**config.mk**
```make
export PLATFORM = sky130hd
export DESIGN_NAME = eth_frame_rx_parser
export DESIGN_NICKNAME = d
export VERILOG_FILES = /design/src/rtl/eth_frame_rx_parser.sv
export SDC_FILE = /design/constraint.sdc
export NUM_CORES = 1
export LEC_CHECK = 0
export BUFFER_PORTS_ARGS = -buffer_cell sky130_fd_sc_hd__buf_4
export CORE_MARGIN = 2
export CORE_UTILIZATION = 58
export DETAILED_ROUTE_END_ITERATION = 10
export HOLD_SLACK_MARGIN = 0.05
export PLACE_DENSITY = 0.85
export SYNTH_ARGS = -nofsm -noshare
export SYNTH_HDL_FRONTEND = slang
export SYNTH_SLANG_ARGS = --single-unit
```
**constraint.sdc**
```tcl
create_clock -name clk -period 5.6 [get_ports clk]
set_input_delay 0.84 -clock clk [delete_from_list [all_inputs] [get_ports clk]]
set_output_delay 0.84 -clock clk [all_outputs]
set_load 0.005 [all_outputs]
```
**src/rtl/eth_frame_rx_parser.sv**
```systemverilog
// Ethernet-style frame receiver: captures the 14-byte header, filters on destination MAC,
// forwards the payload through a single output register and reports one status word per frame.
module eth_frame_rx_parser #(
    parameter logic [15:0] MAX_SIZE  = 16'd500,
    parameter logic [47:0] LOCAL_MAC = 48'h02_00_00_00_00_01,
    parameter logic        PROMISC   = 1'b0
) (
    input  logic        clk,
    input  logic        rst,
    input  logic [7:0]  s_data,
    input  logic        s_valid,
    input  logic        s_last,
    output logic        s_ready,
    output logic [7:0]  m_data,
    output logic        m_valid,
    output logic        m_last,
    input  logic        m_ready,
    output logic [47:0] hdr_dst,
    output logic [47:0] hdr_src,
    output logic [15:0] hdr_len,
    output logic        hdr_valid,
    output logic        stat_valid,
    output logic [15:0] stat_byte_cnt,
    output logic        stat_len_err,
    output logic        stat_addr_drop,
    output logic        stat_runt,
    output logic        stat_oversize
);

    typedef enum logic [1:0] {HDR, PAY, DROP, STAT} state_t;

    state_t      state, state_nx;
    logic [3:0]  idx;
    logic [15:0] cnt;
    logic [15:0] cnt_inc;
    logic        runt, addr_drop, oversize;
    logic        s_xfer, load, accept, at_max, hdr_done;
    logic [2:0]  dsel, ssel;

    assign s_xfer   = s_valid && s_ready;
    assign load     = (state == PAY) && s_xfer;
    assign hdr_done = (state == HDR) && s_xfer && (idx == 4'd13);
    // dst is complete once byte 13 arrives, so the filter can look at the register directly
    assign accept   = PROMISC || (hdr_dst == LOCAL_MAC) || (&hdr_dst);
    assign cnt_inc  = (&cnt) ? cnt : cnt + 16'd1;
    assign at_max   = ({1'b0, cnt} + 17'd1) == {1'b0, MAX_SIZE};
    assign dsel     = 3'(4'd5 - idx);
    assign ssel     = 3'(4'd11 - idx);

    assign stat_valid     = (state == STAT);
    assign stat_byte_cnt  = cnt;
    assign stat_len_err   = (cnt != hdr_len);
    assign stat_addr_drop = addr_drop;
    assign stat_runt      = runt;
    assign stat_oversize  = oversize;

    always_comb begin
        state_nx = state;
        s_ready  = 1'b0;
        case (state)
            HDR: begin
                s_ready = 1'b1;
                if (s_xfer) begin
                    if (s_last)              state_nx = STAT;
                    else if (idx == 4'd13)   state_nx = accept ? PAY : DROP;
                end
            end
            PAY: begin
                s_ready = !m_valid || m_ready;
                if (s_xfer) begin
                    if (s_last)      state_nx = STAT;
                    else if (at_max) state_nx = DROP;
                end
            end
            DROP: begin
                s_ready = 1'b1;
                if (s_xfer && s_last) state_nx = STAT;
            end
            default: state_nx = HDR;
        endcase
    end

    always_ff @(posedge clk) begin
        if (rst) begin
            state     <= HDR;
            idx       <= 4'd0;
            cnt       <= 16'd0;
            runt      <= 1'b0;
            addr_drop <= 1'b0;
            oversize  <= 1'b0;
            hdr_dst   <= 48'd0;
            hdr_src   <= 48'd0;
            hdr_len   <= 16'd0;
            hdr_valid <= 1'b0;
            m_data    <= 8'd0;
            m_valid   <= 1'b0;
            m_last    <= 1'b0;
        end else begin
            state     <= state_nx;
            hdr_valid <= hdr_done && accept;

            if ((state == HDR) && s_xfer) begin
                idx <= ((idx == 4'd13) || s_last) ? 4'd0 : idx + 4'd1;
                if (idx < 4'd6)       hdr_dst[{dsel, 3'b000} +: 8] <= s_data;
                else if (idx < 4'd12) hdr_src[{ssel, 3'b000} +: 8] <= s_data;
                else if (idx == 4'd12) hdr_len[15:8] <= s_data;
                else                  hdr_len[7:0]  <= s_data;
                if (s_last && (idx != 4'd13)) runt <= 1'b1;
                if ((idx == 4'd13) && !accept) addr_drop <= 1'b1;
            end

            if (((state == PAY) || (state == DROP)) && s_xfer) cnt <= cnt_inc;
            if (load && at_max && !s_last) oversize <= 1'b1;

            if (state == STAT) begin
                cnt       <= 16'd0;
                idx       <= 4'd0;
                runt      <= 1'b0;
                addr_drop <= 1'b0;
                oversize  <= 1'b0;
            end

            // single-entry output register; refilled in the same cycle it drains
            if (load) begin
                m_data  <= s_data;
                m_valid <= 1'b1;
                m_last  <= s_last || at_max;
            end else if (m_ready) begin
                m_valid <= 1'b0;
                m_last  <= 1'b0;
            end
        end
    end

endmodule

```
==> run metrics <==
Starting Density=0.591; CTS Sinks=roughly 150; remaining global-route overflow=0; switching power=0.759 mW; clock tree buffer depth=2; CP arrival=1.94 ns; WL met1=~7800 um; cell mode on critical path=nor2_1; Comb pwr share=0.154; worst min-delay path class=reg2reg; startpoint types=flop; WL final=just under 20,000 um; synth warn=0; post-route minimum period=around 2.8 ns; final net count=around 950; gpl congestion=around 0.87; HP Start=stat_addr_drop$_SDFFE_PP0P_; core footprint=roughly 11,000 um^2; crit path max fanout=4; critical path's slowest cell=dfxtp_1; router iterations before antenna repair=8; Routed Antenna Nets=0; ratio of cells with drive above 1 in the final layout=0.216; Power Internal=a little over 2 mW; DR WL met2=approximately 9100 um; commonest non-fill, non-tap cell in the layout=buf_4; diode count=0; Top FF cell, synth=dfxtp_1; CTS root buf=clkbuf_16; syn nets=just over 800; worst relative slew slack=0.359; GR Util All Layers=0.304; final worst slack=about 2.8 ns; leakage power=approximately 3.6 nW; CTS resizes=0; Clk Latency, worst-skew pair=0.43 ns; P&R area growth vs syn=26.1%; startpoint of the worst setup timing path=state[1]$_SDFFE_PP0P_; total of max-cap violations=0; global-route wire length before repair=approximately 31,000 um; Post-synth ARST share=0; sequential share of power=0.410; post-DP HPWL=12,400 um; Inst Count DP=slightly above 1,000; post-synthesis cell count=~800; uppermost routed layer=met4; Yosys cell types=54; Mapped Area=between 6000 and 7000 um^2; commonest cells after routing, fill and taps aside=160 x buf_4, 148 x dfxtp_1, 109 x nor2_1, 78 x nand2_1, 78 x a21oi_1; final-report setup violation count=0; worst-margin pin slew=around 0.96 ns; CTS tree=yes; post-route insts no fill=between 1,000 and 1,500; Power Density=~330 nW/um^2; Vias/cell=around 6; Bufs and invs on worst path=2; CTS buffer count=17; Setup TNS=0 ns; die height=112 um; run status=finished clean; Yosys top cell area share=0.441; initial antenna violation count=0; vias post-DR=about 6,500; Hold Buf Count CTS=0; number of global-route vias before repair=5,859; Seq/Total Area, Yosys=0.441; CP Cell Sequence=inv_1 -> ha_1 -> nor2_1 -> a21boi_1 -> nor2_1 -> buf_4; final hold vios=0; Post-synth EDFFs=0; switch share=0.274; die area=between 10,000 and 15,000 um^2; FP Rows=39; Clk pwr share=0.436; Worst-path clk slew=~0.06 ns; setup bufs post-CTS=0; Top delay family on crit path=flip-flops; Pins Over Slew Limit=0; # DRC=0; clk_skew=just under 0.007 ns; H-tree depth=4; FMAX=between 0.3 and 0.4 GHz; Synth area leader=dfxtp_1; post-DR wirelength/cell=18.0 um; die extent in x=about 110 um; largest net degree at the start of global routing=around 100; io pins=roughly 160; Critical Path End Type=primary output; syn avg cell area=about 8.4 um^2; port bufs=between 150 and 200; critical path class=reg2out; DR iter-0 viols=651; RR Startpoint=idx[2]$_SDFFE_PP0P_; WL met3=1910 um; RSZ-0062 raised after global routing=no; CP peak stage delay=roughly 0.4 ns; Final period util=0.497; setup slack at placement=between 2 and 3 ns; Worst VDD drop=between 0.2 and 0.3 mV; top cells by area, synth=dfxtp_1 44%, mux2i_1 6.4%, nor2_1 6.1%; Yosys reg bits=between 100 and 150; Worst Path Required=about 4.8 ns
==> worst paths after layout <==
kind	to	slack, ns	cells past startpoint
worst max register to register	hdr_dst[1]$_SDFFE_PP0P_	2.95	7
worst max-delay path	s_ready	2.82	6
worst min-delay path	stat_addr_drop$_SDFFE_PP0P_	0.45	2
worst min register to register	stat_addr_drop$_SDFFE_PP0P_	0.45	2
==> layout make-up <==
cell class	instances	area (um^2)
Clock buffer	20	447
Clock inverter	12	179
Fill cell	826	2900
Inverter	11	41.3
Multi-Input combinational cell	577	3460
Sequential cell	148	2960
Tap cell	143	179
Timing Repair Buffer	160	1200
==> metal layers <==
metal | track usage | up-vias
li1 | - | 3008
met5 | 0 | -
met4 | 0.121 | 0
met1 | 0.407 | 3035
met3 | 0.0577 | 67
met2 | 0.489 | 373
==> synthesized netlist by cell type (all sizes together), types with 2 or more instances <==
| cell type | n |
|---|---|
| a22oi | 16 |
| nor4b | 3 |
| nor4 | 19 |
| or4b | 2 |
| buf | 22 |
| nand3 | 57 |
| dfxtp | 148 |
| nand2b | 14 |
| nand3b | 8 |
| inv | 11 |
| clkbuf | 39 |
| ha | 18 |
| and4 | 2 |
| xor2 | 32 |
| nor3 | 7 |
| nand4 | 34 |
| nor2 | 109 |
| or3 | 4 |
| nor2b | 3 |
| nand4b | 2 |
| and2 | 12 |
| o21ai | 6 |
| and3 | 4 |
| mux2i | 43 |
| a21oi | 78 |
| o31ai | 2 |
| nand2 | 79 |
| nor4bb | 2 |
==> registers in the layout, summed over array words and instances, names as in the netlist <==
register        count
hdr_dst            48
hdr_len            16
hdr_src            48
hdr_valid           1
idx                 4
m_data              8
m_last              1
m_valid             1
stat_addr_drop      1
stat_byte_cnt      16
stat_oversize       1
stat_runt           1
state               2
==> power groups by stage <==
stage / combinational (mW) / clock [mW] / sequential [mW]
2_1_floorplan: 0.289 / 0 / 1.14
3_3_place_gp: 0.412 / 0 / 1.16
3_5_place_dp: 0.416 / 0 / 1.16
4_1_cts: 0.422 / 1.21 / 1.14
5_1_grt: 0.466 / 1.26 / 1.14
6_report: 0.426 / 1.21 / 1.14
==> worst reg2reg max path, cell delays in order (launching register included) <==
cell and delay [ns]:
dfxtp_1 0.56, inv_1 0.15, ha_1 0.30, inv_1 0.04, ha_1 0.34, or4b_1 0.81
mux2i_1 0.26, nor2_1 0.05
==> per-stage QoR <==
step	util	power [mW]	cell area, um^2	hold slack (ns)
after floorplan	-	1.43	6720	0.442
after global placement	0.690	1.57	7840	0.439
after detailed placement	0.690	1.57	7840	0.447
after CTS	0.745	2.77	8470	0.453
after global routing	0.745	2.87	8470	0.478
final	0.745	2.77	8470	0.452
==> cell families (layout without fill, tap and decap cells) <==
family	Yosys count	in the layout	share of synthesized area
AO/OA/AOI/OAI	115	115	0.100
XOR/XNOR	33	33	0.0430
adder cells (fa/ha/maj)	18	18	0.0335
buffers and inverters	72	203	0.0451
flip-flops	148	148	0.441
multiplexers	43	43	0.0641
AND/OR/NAND/NOR	368	368	0.273
(Power assumes the default switching activity.)
